===== config.mk =====
export PLATFORM = sky130hd
export DESIGN_NAME = branch_steer
export DESIGN_NICKNAME = d
export VERILOG_FILES = /design/src/rtl/branch_steer.sv
export SDC_FILE = /design/constraint.sdc
export NUM_CORES = 1
export LEC_CHECK = 0
export ABC_AREA = 0
export ABC_CLOCK_PERIOD_IN_PS = 5000
export CORE_MARGIN = 1.5
export CORE_UTILIZATION = 55
export CTS_CLUSTER_DIAMETER = 100
export DETAILED_ROUTE_END_ITERATION = 10
export DONT_BUFFER_PORTS = 1
export GPL_TIMING_DRIVEN = 0
export PLACE_DENSITY = 0.69
export SYNTH_ARGS = -nofsm -noshare
export SYNTH_HDL_FRONTEND = slang
export SYNTH_SLANG_ARGS = --single-unit

===== constraint.sdc =====
create_clock -name CLK -period 5 [get_ports CLK]
set_clock_uncertainty 0.1 [all_clocks]
set_input_delay 0.75 -clock CLK [delete_from_list [all_inputs] [get_ports CLK]]
set_output_delay 0.75 -clock CLK [all_outputs]
set_load 0.05 [all_outputs]

===== src/rtl/branch_steer.sv =====
// Dataflow steer node: pairs condition and data tokens through per-stream
// FIFOs and routes each data token to the TRUE or FALSE output port.

module steer_fifo #(
   parameter int W     = 16,
   parameter int DEPTH = 4
) (
   input  logic         CLK,
   input  logic         RST_N,
   input  logic         en,
   input  logic         push,
   input  logic         pop,
   input  logic [W-1:0] wdata,
   output logic [W-1:0] rdata,
   output logic         nempty,
   output logic         ovf_evt
);

   localparam int AW = $clog2(DEPTH);
   localparam int CW = AW + 1;
   localparam logic [CW-1:0] FULL = CW'(DEPTH);

   logic [W-1:0]  mem [DEPTH];
   logic [AW-1:0] rp;
   logic [AW-1:0] wp;
   logic [CW-1:0] cnt;
   logic          full;
   logic          wr;
   logic          rd;

   assign full    = (cnt == FULL);
   assign nempty  = (cnt != '0);
   assign rd      = en & pop & nempty;
   // A full FIFO still accepts a token when its head leaves this cycle.
   assign wr      = en & push & (~full | rd);
   assign ovf_evt = en & push & full & ~rd;
   assign rdata   = mem[rp];

   always_ff @(posedge CLK) begin
      if (wr) begin
         mem[wp] <= wdata;
      end
   end

   always_ff @(posedge CLK or negedge RST_N) begin
      if (!RST_N) begin
         rp  <= '0;
         wp  <= '0;
         cnt <= '0;
      end else begin
         if (wr) begin
            wp <= wp + AW'(1);
         end
         if (rd) begin
            rp <= rp + AW'(1);
         end
         unique case ({wr, rd})
            2'b10:   cnt <= cnt + CW'(1);
            2'b01:   cnt <= cnt - CW'(1);
            default: cnt <= cnt;
         endcase
      end
   end

endmodule

module branch_steer #(
   parameter int N     = 16,
   parameter int DEPTH = 4
) (
   input  logic         CLK,
   input  logic         RST_N,
   input  logic         EN,
   input  logic         RC_IN,
   input  logic         C_IN,
   input  logic         RD_IN,
   input  logic [N-1:0] D_IN,
   output logic         RT_OUT,
   output logic [N-1:0] DT_OUT,
   output logic         RF_OUT,
   output logic [N-1:0] DF_OUT,
   output logic         OVF
);

   logic         c_ne;
   logic         d_ne;
   logic         c_head;
   logic [N-1:0] d_head;
   logic         c_ovf;
   logic         d_ovf;
   logic         fire;
   logic         cond;
   logic [N-1:0] data;
   logic         push_c;
   logic         push_d;
   logic         pop_c;
   logic         pop_d;

   assign fire = (c_ne | RC_IN) & (d_ne | RD_IN);
   assign cond = c_ne ? c_head : C_IN;
   assign data = d_ne ? d_head : D_IN;

   // An input token consumed straight from the port is never enqueued.
   assign pop_c  = fire & c_ne;
   assign pop_d  = fire & d_ne;
   assign push_c = RC_IN & ~(fire & ~c_ne);
   assign push_d = RD_IN & ~(fire & ~d_ne);

   steer_fifo #(
      .W     (1),
      .DEPTH (DEPTH)
   ) u_cfifo (
      .CLK     (CLK),
      .RST_N   (RST_N),
      .en      (EN),
      .push    (push_c),
      .pop     (pop_c),
      .wdata   (C_IN),
      .rdata   (c_head),
      .nempty  (c_ne),
      .ovf_evt (c_ovf)
   );

   steer_fifo #(
      .W     (N),
      .DEPTH (DEPTH)
   ) u_dfifo (
      .CLK     (CLK),
      .RST_N   (RST_N),
      .en      (EN),
      .push    (push_d),
      .pop     (pop_d),
      .wdata   (D_IN),
      .rdata   (d_head),
      .nempty  (d_ne),
      .ovf_evt (d_ovf)
   );

   always_ff @(posedge CLK or negedge RST_N) begin
      if (!RST_N) begin
         RT_OUT <= 1'b0;
         RF_OUT <= 1'b0;
         DT_OUT <= '0;
         DF_OUT <= '0;
         OVF    <= 1'b0;
      end else if (EN) begin
         RT_OUT <= fire & cond;
         RF_OUT <= fire & ~cond;
         if (fire & cond) begin
            DT_OUT <= data;
         end
         if (fire & ~cond) begin
            DF_OUT <= data;
         end
         if (c_ovf | d_ovf) begin
            OVF <= 1'b1;
         end
      end
   end

endmodule


==> run_results.csv <==
group,metric,value,unit
status,status,"complete, no violations",
yosys,yosys_register_bits,117,
yosys,yosys_warnings,0,
yosys,synth.area.top_cells,"edfxtp_1, dfrtp_1, mux2_2",
route,wl_per_cell,20.59,microns
yosys,synthFlopType,"edfxtp_1",
sta,tightest_slew,0.9034,ns
route,drc_errors,0,
sta,setup-violations-final,0,
worst_setup_path,arrival,3.38,ns
sta,final-hold-violation-count,0,
yosys,synth_edf_count,68,
place,place_congestion,0.7814,
floorplan,io_pins,57,
clocking,cts_max_path_buffers,2,
cells_and_area,nets,339,
worst_hold_path,hold_path_class,"in -> reg",
yosys,synth_compound_area_frac,0.02225,
yosys,syn_area,0.004948,sq mm
global_route,overflow,0,
place,hpwl,5628,microns
floorplan,start_util,0.5674,
yosys,syn-num-nets,318,
clocking,clock-sinks,117,
sta,grt_setup_unrepaired,"no",
cells_and_area,antenna_cells,0,
yosys,synthArstFlopShare,0.4188,
cells_and_area,area_delta_synth_final,15.60,%
cells_and_area,seq_area,0.003268,sq mm
worst_setup_path,cp-end-kind,"flip-flop",
sta,fin_crit_sh,0.6183,
global_route,grt.total_usage,0.2035,
global_route,grt_pass1_vias,2642,
clocking,clkTransAtPathRegs,0.06,ns
worst_setup_path,reg2reg_depth,10,
cells_and_area,final_core_util,0.6560,
clocking,h-tree-depth,4,
clocking,cts.repair.resized,0,
yosys,syn_inst,285,
worst_setup_path,start_kind,"flip-flop",
pwr,vdd_ir_drop_max,401.2,uV
route,drt_iter0_drc,89,
yosys,synth.avg_cell_area,17.36,sq um
place,io_buffers,0,
worst_setup_path,crit_type,"reg -> reg",
clocking,clock-root-buffer,"clkbuf_8",
cells_and_area,layout_common_cells,"edfxtp_1, dfrtp_1, mux2_2",
floorplan,fp.dieW,97.86,microns
sta,timing.fmax,323.5,MHz
cells_and_area,layout_commonest_cell,"edfxtp_1",
yosys,synth_cell_types,35,
cells_and_area,n_fill_cell,583,
yosys,synth-simple-area-share,0.03515,
yosys,ys_seq_area_frac,0.6604,
worst_setup_path,r2r_slack,1.91,ns
sta,slew_headroom,0.3977,
global_route,antenna_found_initial,0,
yosys,synth_xor_area_frac,0.02124,
yosys,yosys.area.top_type,"edfxtp_1",
pwr,power_density,742.4,mW/mm^2
route,antenna_left,0,
worst_setup_path,critPathMaxFanout,10,
route,vias,2483,
floorplan,num_rows,34,
clocking,cts_setup_buffers,0,
clocking,numCtsBuffers,17,
clocking,clk-insertion-delay-late,0.51,ns
yosys,synthAdderAreaFrac,0.03085,
yosys,yosysTopAreaCellShare,0.4126,
floorplan,core_area,0.008721,sq mm
floorplan,dieHeight,97.86,microns
clocking,cts_tree,"yes",
cells_and_area,layout-drive-gt1-share,0.3448,
run,maxCapViolations,0,
worst_hold_path,min_path_cells,0,
sta,tns,0,ns
floorplan,floorplan.die_area,0.009576,sq mm
route,vias_per_cell,5.815,
cells_and_area,multi_input_area,0.001541,sq mm
yosys,synth_top_family_by_area,"multiplexers",
yosys,synth_mux_area_frac,0.2020,
sta,fin_crit,3.091,ns
route,drt-total-wl,8793,microns
worst_setup_path,crit_required,5.29,ns
pwr,p_leak,2.191,nW
global_route,grt_pass1_wl,14430,microns
route,firstDrtPassIters,4,
global_route,grt_max_degree,50,
sta,slew_viol_final,0,
## kinds of logic (layout without fill, tap and decap cells)
kind of cell	count (synthesis)	count (layout)
compound gates	16	16
xor+xnor	12	12
fa+ha+maj	11	11
buf+inv	27	61
flops	117	117
mux	69	69
simple gates	33	33
## layer usage
layer  up-vias  global-route usage  part of all wire
met4         0             0.07912             0.013
met1      1283              0.2635              0.43
li1       1118                   -                 -
met3        12             0.06442             0.053
met5         -                   0                 0
met2        70              0.3241              0.50
## power by group
part | total (mW) | internal [mW] | switching (mW)
sequential | 1.96 | 1.29 | 0.667
clock | 1.19 | 0.752 | 0.439
combinational | 1.10 | 0.592 | 0.504
## sequential cells by signal, summed over array words and instances (netlist names)
signal / count
u_dfifo.wp: 2
u_cfifo.wp: 2
u_cfifo.cnt: 3
RT_OUT: 1
u_dfifo.mem: 64
u_dfifo.cnt: 3
RF_OUT: 1
DT_OUT: 16
OVF: 1
u_cfifo.rp: 2
DF_OUT: 16
u_cfifo.mem: 4
u_dfifo.rp: 2
## stage by stage
step	cells	instance area, sq um	setup slack, ns	hold WS [ns]	power, mW
3_3_place_gp	393	5084	1.707	0.3561	3.030
4_1_cts	427	5720	1.889	0.2101	4.291
5_1_grt	427	5720	1.697	0.2039	4.460
6_report	427	5720	1.909	0.2311	4.247
2_1_floorplan	285	4949	2.207	0.3528	2.830
3_5_place_dp	393	5084	1.659	0.3564	3.080
## repair_timing
| action | in CTS | in global routing |
|---|---|---|
| hold buffers | 2 | 0 |
| endpoints found under the hold margin | 49 | 0 |
| setup endpoints to repair | 0 | 0 |
## worst max-delay path, stage by stage, from the launching register on
cell and delay (ns):
dfrtp_1 0.37, buf_6 0.14, nor3_2 0.67, clkbuf_1 0.56, nor3_1 0.24, ha_1 0.30, inv_1 0.08, fa_1 0.17
xor2_1 0.14, nor2_1 0.06, xor2_1 0.14
## synthesized netlist by cell type, drive strengths merged (2+ instances only)
cell type / instances
a21o: 2
a31oi: 3
ha: 9
inv: 13
mux4: 17
buf: 9
clkbuf: 5
a21oi: 2
xnor2: 8
edfxtp: 68
and2: 8
nand2: 6
mux2: 50
fa: 2
xor2: 4
dfrtp: 49
nor2: 6
nor3: 7
nor4: 2
mux2i: 2
o21ai: 4
## path summary, 6_finish.rpt
path | to | start
max | u_dfifo.cnt[2] | u_dfifo.cnt[2]
min | u_dfifo.mem[3][5] | D_IN[5]
max reg2reg | u_dfifo.cnt[2] | u_dfifo.cnt[2]
min reg2reg | u_cfifo.rp[1] | u_cfifo.rp[1]
max in group asynchronous | DF_OUT[0] | RST_N
min in group asynchronous | DT_OUT[13] | RST_N
## area by class of cell
class,instances,area share
Sequential cell,117,0.5713
Multi-Input combinational cell,141,0.2695
Timing Repair Buffer,2,0.006562
Tap cell,108,0.02362
Buffer,14,0.01575
Clock buffer,21,0.08596
Inverter,13,0.008530
Clock inverter,11,0.01881
No activity file was read; power rests on OpenSTA's default activity.
